<file path="src/rtl/expr_seq_ctrl_if.sv">
// Character-in / result-out bundle for the expression sequencer.
// Pure wiring, no latency of its own.
// in_ready is the only backpressure signal; results are strobed with no stall.
interface expr_seq_ctrl_if #(
   parameter int RES_W = 16
);
   logic [7:0]       in;
   logic             in_valid;
   logic             in_ready;
   logic [RES_W-1:0] res;
   logic             res_valid;
   logic             res_err;
   logic             busy;

   // Character source / result consumer side.
   modport master (
      output in, in_valid,
      input  in_ready, res, res_valid, res_err, busy
   );

   // Evaluator side.
   modport slave (
      input  in, in_valid,
      output in_ready, res, res_valid, res_err, busy
   );
endinterface

</file>
<file path="src/rtl/expr_seq_ctrl.sv">
// Streaming evaluator for single-digit "+"/"*" expressions closed by "=".
// Result strobes one cycle after "="; each "*" operand costs 4 extra cycles.
// in_ready drops during the 4-cycle shift-add multiply and is high otherwise.
module expr_seq_ctrl #(
   parameter int RES_W = 16
) (
   input  logic           clk,
   input  logic           clr,
   expr_seq_ctrl_if.slave bus
);

   typedef enum logic [2:0] {
      IDLE    = 3'd0,
      EXP_OP  = 3'd1,
      EXP_DIG = 3'd2,
      MUL     = 3'd3,
      ERR     = 3'd4
   } state_t;

   state_t           state, state_n;
   logic [RES_W-1:0] sum, sum_n;
   logic [RES_W-1:0] term, term_n;
   logic [RES_W-1:0] mcand, mcand_n;
   logic [3:0]       mplier, mplier_n;
   logic [1:0]       cnt, cnt_n;
   logic             pend_mul, pend_mul_n;
   logic [RES_W-1:0] res_q, res_n;
   logic             err_q, err_n;
   logic             vld_q, vld_n;

   logic             accept;
   logic             is_dig;
   logic             is_eq;
   logic             is_add;
   logic             is_mul;
   logic [RES_W-1:0] dig_val;

   assign bus.in_ready  = (state != MUL);
   assign bus.busy      = (state != IDLE);
   assign bus.res       = res_q;
   assign bus.res_err   = err_q;
   assign bus.res_valid = vld_q;

   assign accept  = bus.in_valid && (state != MUL);
   assign is_dig  = (bus.in >= 8'h30) && (bus.in <= 8'h39);
   assign is_add  = (bus.in == 8'h2B);
   assign is_mul  = (bus.in == 8'h2A);
   assign is_eq   = (bus.in == 8'h3D);
   // ASCII digits 0x30..0x39 carry their value in the low nibble.
   assign dig_val = {{(RES_W-4){1'b0}}, bus.in[3:0]};

   // State and datapath registers; clr wipes any partial expression at once.
   always_ff @(posedge clk or posedge clr) begin
      if (clr) begin
         state    <= IDLE;
         sum      <= '0;
         term     <= '0;
         mcand    <= '0;
         mplier   <= '0;
         cnt      <= '0;
         pend_mul <= 1'b0;
         res_q    <= '0;
         err_q    <= 1'b0;
         vld_q    <= 1'b0;
      end else begin
         state    <= state_n;
         sum      <= sum_n;
         term     <= term_n;
         mcand    <= mcand_n;
         mplier   <= mplier_n;
         cnt      <= cnt_n;
         pend_mul <= pend_mul_n;
         res_q    <= res_n;
         err_q    <= err_n;
         vld_q    <= vld_n;
      end
   end

   // Next-state and datapath update; result registers hold unless a strobe is issued.
   always_comb begin
      state_n    = state;
      sum_n      = sum;
      term_n     = term;
      mcand_n    = mcand;
      mplier_n   = mplier;
      cnt_n      = cnt;
      pend_mul_n = pend_mul;
      res_n      = res_q;
      err_n      = err_q;
      vld_n      = 1'b0;

      case (state)
         IDLE: begin
            if (accept) begin
               if (is_dig) begin
                  sum_n   = '0;
                  term_n  = dig_val;
                  state_n = EXP_OP;
               end else if (is_eq) begin
                  res_n   = '0;
                  err_n   = 1'b1;
                  vld_n   = 1'b1;
                  state_n = IDLE;
               end else begin
                  state_n = ERR;
               end
            end
         end

         EXP_OP: begin
            if (accept) begin
               if (is_add) begin
                  // Fold the finished product chain into the running sum.
                  sum_n      = sum + term;
                  pend_mul_n = 1'b0;
                  state_n    = EXP_DIG;
               end else if (is_mul) begin
                  pend_mul_n = 1'b1;
                  state_n    = EXP_DIG;
               end else if (is_eq) begin
                  res_n   = sum + term;
                  err_n   = 1'b0;
                  vld_n   = 1'b1;
                  state_n = IDLE;
               end else begin
                  state_n = ERR;
               end
            end
         end

         EXP_DIG: begin
            if (accept) begin
               if (is_dig) begin
                  if (pend_mul) begin
                     // term becomes the product accumulator for the multiply.
                     mcand_n  = term;
                     mplier_n = bus.in[3:0];
                     term_n   = '0;
                     cnt_n    = 2'd0;
                     state_n  = MUL;
                  end else begin
                     term_n  = dig_val;
                     state_n = EXP_OP;
                  end
               end else if (is_eq) begin
                  res_n   = '0;
                  err_n   = 1'b1;
                  vld_n   = 1'b1;
                  state_n = IDLE;
               end else begin
                  state_n = ERR;
               end
            end
         end

         MUL: begin
            // One multiplier bit per cycle, LSB first; input is not sampled here.
            if (mplier[0]) begin
               term_n = term + mcand;
            end
            mcand_n  = mcand << 1;
            mplier_n = mplier >> 1;
            cnt_n    = cnt + 2'd1;
            if (cnt == 2'd3) begin
               state_n = EXP_OP;
            end
         end

         ERR: begin
            if (accept && is_eq) begin
               res_n   = '0;
               err_n   = 1'b1;
               vld_n   = 1'b1;
               state_n = IDLE;
            end
         end

         default: begin
            state_n = IDLE;
         end
      endcase
   end

endmodule

</file>
<file path="src/flat_wrapper.sv">
// flat-port wrapper written by rule: the top's interface ports become plain ports
module expr_seq_ctrl_flat 
#(
   parameter int RES_W = 16
)
  (clk, clr, bus_in, bus_in_valid, bus_in_ready, bus_res, bus_res_valid, bus_res_err, bus_busy);
  expr_seq_ctrl_if #(.RES_W(RES_W)) bus_i ();
  input  logic clk;
  input  logic clr;
  input wire logic [$bits(bus_i.in)-1:0] bus_in;
  input wire logic [$bits(bus_i.in_valid)-1:0] bus_in_valid;
  output wire logic [$bits(bus_i.in_ready)-1:0] bus_in_ready;
  output wire logic [$bits(bus_i.res)-1:0] bus_res;
  output wire logic [$bits(bus_i.res_valid)-1:0] bus_res_valid;
  output wire logic [$bits(bus_i.res_err)-1:0] bus_res_err;
  output wire logic [$bits(bus_i.busy)-1:0] bus_busy;
  assign bus_i.in = bus_in;
  assign bus_i.in_valid = bus_in_valid;
  assign bus_in_ready = bus_i.in_ready;
  assign bus_res = bus_i.res;
  assign bus_res_valid = bus_i.res_valid;
  assign bus_res_err = bus_i.res_err;
  assign bus_busy = bus_i.busy;
  expr_seq_ctrl #(.RES_W(RES_W)) u_core (.clk(clk), .clr(clr), .bus(bus_i));
endmodule
</file>
<file path="config.mk">
export PLATFORM = sky130hd
export DESIGN_NAME = expr_seq_ctrl_flat
export DESIGN_NICKNAME = d
export VERILOG_FILES = /design/src/rtl/expr_seq_ctrl_if.sv /design/src/rtl/expr_seq_ctrl.sv /design/src/flat_wrapper.sv
export SDC_FILE = /design/constraint.sdc
export NUM_CORES = 1
export LEC_CHECK = 0
export ABC_AREA = 0
export CAP_MARGIN = 20
export CORE_MARGIN = 3
export CORE_UTILIZATION = 45
export CTS_CLUSTER_DIAMETER = 50
export DETAILED_ROUTE_END_ITERATION = 12
export HOLD_SLACK_MARGIN = 0.1
export PLACE_DENSITY = 0.66
export RECOVER_POWER = 25
export SYNTH_ARGS = -nofsm -noshare
export SYNTH_HDL_FRONTEND = slang
export SYNTH_SLANG_ARGS = --single-unit
</file>
<file path="constraint.sdc">
create_clock -name clk -period 3 [get_ports clk]
set_clock_uncertainty 0.15 [all_clocks]
set_input_delay 0.9 -clock clk [delete_from_list [all_inputs] [get_ports clk]]
set_output_delay 0.9 -clock clk [all_outputs]
set_load 0.02 [all_outputs]
</file>
==> metrics.md, run 1 <==
| Metric | Value |
|---|---|
| Final Hold Vio Count | `0` |
| Initial DRC Count | `179` |
| GRT overflow | `0` |
| Detail Placement HPWL | `7.71 mm` |
| Area delta synth->final | `16.9%` |
| RSZ-0062 raised after global routing | `false` |
| Synth warnings | `0` |
| DR vias | `3,802` |
| Synth Area in XOR/XNOR | `around 5.2%` |
| Main combinational cell family by area after synthesis | `compound AO/OA/AOI/OAI gates` |
| FP Rows | `36` |
| Number of flops mapped to enable cells by yosys | `0` |
| Status | `finished, final reports clean` |
| TritonCTS clock tree | `yes` |
| Drt pass-1 iters | `4` |
| CTS Buf Count | `9` |
| Async SR Flop Fraction | `100%` |
| Headroom to the max-slew limit | `39.2%` |
| Post-synthesis compound-gate area fraction | `24.7%` |
| Antenna viol nets, final | `0` |
| Die area | `11,400 sq um` |
| Pin count of the biggest net entering global routing | `43` |
| Ys flop type | `dfrtp_1` |
| WL/cell | `15.3 um` |
| CP required | `about 2000 ps` |
| Max-slew violations | `0` |
| Worst r2r src | `u_core.term[0]` |
| CP Data Arrival Time | `around 1800 ps` |
| PD cells | `around 570 nW/um^2` |
| Crit path time final | `2850 ps` |
| Area contributors post-synth | `dfrtp_1 (42%), ha_1 (8.5%), nand2_1 (7.1%), a22o_1 (4.4%), o21ai_0 (4.0%)` |
| Starting Density | `46.6%` |
| H-tree levels | `3` |
| Die height | `about 110 um` |
| Commonest cells post-synth | `nand2_1 (86), dfrtp_1 (76), nor2_1 (45), o21ai_0 (37), ha_1 (31)` |
| I/O pins | `31` |
| Count leader, synth | `nand2_1` |
| Cell taking the most area after synthesis | `dfrtp_1` |
| Reg2reg setup slack | `about 310 ps` |
| # port buffers | `30` |
| CP max FO | `12` |
| DRT Wirelength | `10.4 mm` |
| Final #Nets | `583` |
| Vias in the first global route | `3,794` |
| Post-Synth Adder-Cell Area | `under 10%` |
| Post-synthesis simple-gate area fraction | `15.6%` |
| CTS Buffer Depth | `2` |
| Fin crit share | `95.0%` |
| Register area share after synthesis | `about two fifths` |
| Initial antenna violation count | `0` |
| Worst setup path end | `bus_in_ready` |
| First-pass GRT wire length | `~18 mm` |
| Share of post-route cells with drive strength above 1 | `under 10%` |
| Leakage | `2.52 nW` |
| Hold Crit Class | `flip-flop to flip-flop` |
| Post-CTS Setup Bufs | `0` |
| Crit path kind | `flip-flop to output port` |
| Synth Register Bits | `76` |
| CP startpoint kind | `flip-flop` |
| Final RePlAce weighted congestion | `about 0.90` |
| Multiplexer area fraction after synthesis | `0.683%` |
| DR DRC count | `0` |
| TNS Setup | `0 ps` |
| Setup crit end kind | `output port` |
| Core box area | `9820 sq um` |
| Share of the synthesized area in the top cell type | `41.6%` |
| Yosys cell types | `55` |
| Total GRT Usage | `19.3%` |
| MaxCap Viol Count | `0` |
| Cells after Synth | `504` |
| Worst flop-to-flop path endpoint | `u_core.bus.res[12]` |
| Max IR drop VDD | `just over 0.3 mV` |
| FF-to-FF path depth | `9` |
| CTS Sinks | `76` |
| Antenna cells | `0` |
| CP startpoint | `u_core.state[1]` |
| Clock-pin slew on the worst setup and hold paths | `~80 ps` |
| Synthesized cell area | `about 4600 sq um` |
| Drt via density | `about 5.6` |
| Clock Latency Late Sink | `~340 ps` |
| Mean post-synth cell area | `9.08 sq um` |
| Achievable Freq | `between 300 and 400 MHz` |
| Final Util | `about 54%` |
| Least-Margin Pin Slew | `between 900 and 1000 ps` |
| Die width | `107 um` |
| CTS Root Cell | `clkbuf_8` |
| Syn Nets | `548` |
| Final setup viols | `0` |
## timing repair
item | in CTS | in global routing
hold buffers | 0 | 0
resized for setup | 0 | 1
endpoints found under the setup margin | 0 | 1
## critical path, stage by stage, from the launching register on
cell and delay, ps:
dfrtp_2 490, inv_1 200, nor2_2 80, inv_1 80
clkdlybuf4s50_1 600
## registers in the layout, indices dropped and copies added (netlist names)
register and cells:
u_core.term 16, u_core.cnt 2, u_core.bus.res_valid 1, u_core.sum 16, u_core.mplier 4, u_core.state 3, u_core.mcand 16, u_core.pend_mul 1
u_core.bus.res_err 1, u_core.bus.res 16
## how the worst min path moves through the flow
stage | cells past startpoint | endpoint | from | slack, ps
after global routing | 1 | u_core.cnt[0] | u_core.cnt[0] | 360
after floorplan | 1 | u_core.cnt[0] | u_core.cnt[0] | 300
after CTS | 1 | u_core.cnt[0] | u_core.cnt[0] | 340
after detailed placement | 2 | u_core.bus.res_err | u_core.bus.res_err | 320
after global placement | 1 | u_core.cnt[0] | u_core.cnt[0] | 310
final | 1 | u_core.cnt[0] | u_core.cnt[0] | 330
## cell families after synthesis
| logic type | Yosys count |
|---|---|
| and+or+nand+nor | 165 |
| xor gates and xnor gates | 27 |
| buffers and inverters | 32 |
| adders and majority gates | 33 |
| AOI/OAI and AO/OA | 168 |
| DFF | 76 |
| muxes | 3 |
## power breakdown
| part | total (W) | switching (W) | internal, W |
|---|---|---|---|
| clock | 0.000915 | 0.000377 | 0.000538 |
| sequential | 0.00125 | 0.000137 | 0.00112 |
| combinational | 0.000883 | 0.000501 | 0.000382 |
## routing by layer
metal	up-vias	track usage, %	wire length (um)
met5	-	0	0
met4	0	7.85	299
met3	23	3.55	337
met2	81	31.3	4870
met1	1803	25.6	4850
li1	1895	-	-
## stage by stage
stage	hold WS [ps]	cell area, sq um	cells	worst slack, ps	power [W]
global route	362	5350	677	56.8	0.00327
detailed placement	325	5110	661	72.2	0.00216
global placement	312	5110	661	97.4	0.00214
finish	332	5350	677	150	0.00305
CTS	336	5350	677	48.9	0.00308
floorplan	296	4580	504	11.7	0.00192
## final cells by class
cell class / count / area [sq um]
Sequential cell: 76 / 1900
Clock inverter: 3 / 67.6
Clock buffer: 13 / 169
Inverter: 9 / 33.8
Tap cell: 133 / 166
Timing Repair Buffer: 47 / 465
Fill cell: 938 / 4470
Multi-Input combinational cell: 396 / 2550
## layout by cell type, fill, tap and decap left out, types with 3 or more instances in the layout
| cell | Yosys | final |
|---|---|---|
| clkbuf_8 | 0 | 12 |
| inv_1 | 9 | 9 |
| dfrtp_1 | 76 | 75 |
| a31oi_1 | 23 | 23 |
| buf_12 | 0 | 3 |
| o21ai_0 | 37 | 37 |
| o211ai_1 | 5 | 5 |
| buf_4 | 1 | 14 |
| ha_1 | 31 | 31 |
| o21bai_1 | 3 | 3 |
| a22o_1 | 23 | 23 |
| a22oi_1 | 3 | 3 |
| nand2b_1 | 4 | 4 |
| a21o_1 | 12 | 12 |
| o21ai_1 | 3 | 3 |
| o31ai_1 | 3 | 3 |
| xor2_1 | 11 | 11 |
| clkdlybuf4s50_1 | 0 | 29 |
| xnor2_1 | 16 | 16 |
| a211oi_1 | 7 | 7 |
| nor2_1 | 45 | 45 |
| nand3_1 | 6 | 6 |
| nand2_1 | 86 | 86 |
| o21a_1 | 9 | 9 |
| or3_1 | 3 | 3 |
| and2_1 | 4 | 4 |
| a21oi_1 | 24 | 24 |
(Power assumes the default switching activity.)
==> run 2, diff against run 1 <==
- ABC_CLOCK_PERIOD_IN_PS: unset -> 3000
==> results of run 2 <==
No change in the layout: final DEF, timing and power equal those of run 1.
==> run 3, diff against run 2 <==
- ABC_AREA: 0 -> 1
==> metrics.md, run 3 <==
| Metric | Value |
|---|---|
| Pin count of the biggest net entering global routing | `43 (unchanged)` |
| DR vias | `4,591 (+21%)` |
| Final RePlAce weighted congestion | `0.893 (-0.35%)` |
| Die area | `12,600 sq um (+10%)` |
| GRT met1 Usage | `28.1% (+2.5 points)` |
| Max IR drop VDD | `0.316 mV (+3.1%)` |
| CP startpoint | `u_core.state[2]` |
| WL/cell | `13.7 um (-10%)` |
| Commonest cells post-synth | `nand2_1 (233), o21ai_0 (85), dfrtp_1 (76), inv_1 (67), nand3_1 (45)` |
| CTS Hold Bufs | `0 (unchanged)` |
| Async SR Flop Fraction | `100% (unchanged)` |
| CTS Sinks | `76 (unchanged)` |
| Grt met3 use | `2.59% (-0.96 points)` |
| Clock-pin slew on the worst setup and hold paths | `60 ps (-20 ps)` |
| First-pass GRT wire length | `20.8 mm (+17%)` |
| GRT busiest layer | `met2` |
| Hold path startpoint | `u_core.bus.res[6]` |
| Antenna viol nets, final | `0 (unchanged)` |
| Fin crit share | `91.1% (-3.9 points)` |
| Design Area, Final | `5870 sq um (+9.7%)` |
| Synthesized cell area | `5060 sq um (+11%)` |
| Fill cells | `1,067 (+14%)` |
| Slowest-stage cell, CP | `clkdlybuf4s50_1` |
| Bufs and invs on worst path | `2 (-1)` |
| # port buffers | `30 (unchanged)` |
| CP startpoint kind | `flip-flop` |
| Starting Density | `46.3% (-0.34 points)` |
| Headroom to the max-slew limit | `43.9% (+4.7 points)` |
| Vias in the first global route | `4,328 (+14%)` |
| Final Hold Vio Count | `0 (unchanged)` |
| Share of post-route cells with drive strength above 1 | `7.33% (-0.21 points)` |
| Count leader, synth | `nand2_1` |
| GRT overflow | `0 (unchanged)` |
| Setup crit end kind | `output port` |
| Die width | `112 um (+4.9%)` |
| Ys flop type | `dfrtp_1` |
| Initial DRC Count | `197 (+10%)` |
| Number of flops mapped to enable cells by yosys | `0 (unchanged)` |
| Final #Nets | `776 (+33%)` |
| Total GRT Usage | `20.3% (+1.0 points)` |
| CTS Buf Count | `9 (unchanged)` |
| Antenna cells | `0 (unchanged)` |
| CTS Buffer Depth | `2 (unchanged)` |
| I/O pins | `31 (unchanged)` |
| TritonCTS clock tree | `yes` |
| CTS Root Cell | `clkbuf_16` |
| Synth warnings | `0 (unchanged)` |
| Drt pass-1 iters | `5 (+1)` |
| Hold Crit Class | `flip-flop to flip-flop` |
| Mean post-synth cell area | `7.27 sq um (-20%)` |
| Placed Area | `5560 sq um (+8.7%)` |
| Crit path kind | `flip-flop to output port` |
| DR DRC count | `0 (unchanged)` |
| Leakage | `3.11 nW (+24%)` |
| Drt via density | `5.23 (-6.8%)` |
| PD cells | `570 nW/um^2 (-0.12%)` |
| Worst-path cell chain | `inv_1 -> nand3_4 -> clkdlybuf4s50_1` |
| Register area share after synthesis | `37.6% (-4.0 points)` |
| Max-slew violations | `0 (unchanged)` |
| Initial antenna violation count | `0 (unchanged)` |
| Worst r2r src | `u_core.term[0]` |
| CTS resizes | `0 (unchanged)` |
| Final setup viols | `0 (unchanged)` |
| Cells after Synth | `696 (+38%)` |
| Core box area | `10,900 sq um (+11%)` |
| Yosys cell types | `36 (-35%)` |
| FP Rows | `38 (+5.6%)` |
| Met2 global-route usage | `33.3% (+2.0 points)` |
| Synth Register Bits | `76 (unchanged)` |
| MaxCap Viol Count | `0 (unchanged)` |
| Family with the most delay on the worst path | `buffers and inverters` |
| Syn Nets | `740 (+35%)` |
| Least-Margin Pin Slew | `837 ps (-73.9 ps)` |
| Die height | `112 um (+4.9%)` |
| Cell taking the most area after synthesis | `dfrtp_1` |
| TNS Setup | `0 ps (unchanged)` |
| Share of the synthesized area in the top cell type | `37.6% (-4.0 points)` |
| RSZ-0062 raised after global routing | `false` |
| H-tree levels | `3 (unchanged)` |
| DRT Wirelength | `12.0 mm (+16%)` |
| CP max FO | `7 (-5)` |
| Commonest non-fill, non-tap cell in the layout | `nand2_1` |
| Post-CTS Setup Bufs | `0 (unchanged)` |
| Highest-count cells in the layout ignoring fill and taps | `nand2_1 (233), o21ai_0 (85), dfrtp_1 (76)` |
| Status | `finished, final reports clean` |
| Crit path time final | `2730 ps (-117 ps)` |
| Worst stage delay on the critical path | `620 ps (+20 ps)` |
| Area contributors post-synth | `dfrtp_1 (38%), nand2_1 (17%), o21ai_0 (8.4%), ha_1 (7.7%), inv_1 (5.0%)` |
| Area delta synth->final | `16.0%` |
| Detail Placement HPWL | `9.22 mm (+20%)` |
| Clock Latency Late Sink | `340 ps (about the same)` |
| Achievable Freq | `366 MHz (+4.3%)` |
| CP Data Arrival Time | `1680 ps (-120 ps)` |
| CP required | `1950 ps (about the same)` |
-- run 3: cell count changes in the layout (fill, tap and decap cells not counted), moves of 10 or more --
cell / before / now
inv_1: 9 / 66
o21ai_0: 37 / 85
a21o_1: 12 / 1
clkbuf_8: 12 / 1
a22o_1: 23 / 0
nand3_1: 6 / 45
o21ai_2: 0 / 10
nand2_1: 86 / 233
a31oi_1: 23 / 0
-- run 3: through the flow --
stage / hold WS [ps] / worst slack [ps] / std cells / utilization, % / total power, W
after CTS: 336 / 247 / 877 / 53.8 / 0.00337
after global routing: 362 / 80.0 / 877 / 53.7 / 0.00358
after global placement: 313 / 112 / 861 / 50.8 / 0.00215
after detailed placement: 320 / 29.7 / 861 / 50.8 / 0.00216
final: 332 / 267 / 877 / 53.7 / 0.00334
after floorplan: 296 / 11.7 / 696 / - / 0.00190
-- run 3: worst paths after layout --
check | endpoint | slack, ps | depth (start not counted)
setup / recovery | bus_in_ready | 270 | 3
hold reg to reg | u_core.bus.res[6] | 330 | 2
hold / removal | u_core.bus.res[6] | 330 | 2
setup reg to reg | u_core.sum[8] | 700 | 8
max in group asynchronous | u_core.sum[7] | 720 | 3
min in group asynchronous | u_core.bus.res[2] | 980 | 2
-- run 3: power breakdown --
part	total, W	leakage, nW	internal, W	switching, W
Sequential	0.00116	0.970	0.00108	0.0000837
Combinational	0.000986	1.99	0.000341	0.000645
Clock	0.00119	0.159	0.000751	0.000442
Total	0.00334	3.11	0.00217	0.00117
-- run 3: logic make-up after synthesis --
family,count (synthesis),share of synthesized area (%)
adders and majority gates,33,8.46
DFF,76,37.6
buffers and inverters,85,6.65
and+or+nand+nor,349,29.2
xor gates and xnor gates,10,1.73
muxes,10,1.98
AOI/OAI and AO/OA,133,14.4
-- run 3: worst min-delay path, stage by stage (launching register included) --
cell and delay, ps:
dfrtp_1 340, nand2_1 60, o21ai_2 50
-- run 3: layout make-up --
class / instances / area [sq um] / share of cell area [%]
Timing Repair Buffer: 39 / 378 / 6.44
Multi-Input combinational cell: 535 / 2820 / 48.1
Clock buffer: 10 / 239 / 4.07
Tap cell: 140 / 175 / 2.98
Sequential cell: 76 / 1900 / 32.4
Clock inverter: 6 / 86.3 / 1.47
Inverter: 71 / 268 / 4.56
-- run 3: per-layer routing --
metal / share of wire (%) / vias up
li1: - / 2363
met1: 48 / 2135
met2: 47 / 83
met3: 3.7 / 10
met4: 1.5 / 0
met5: 0 / -
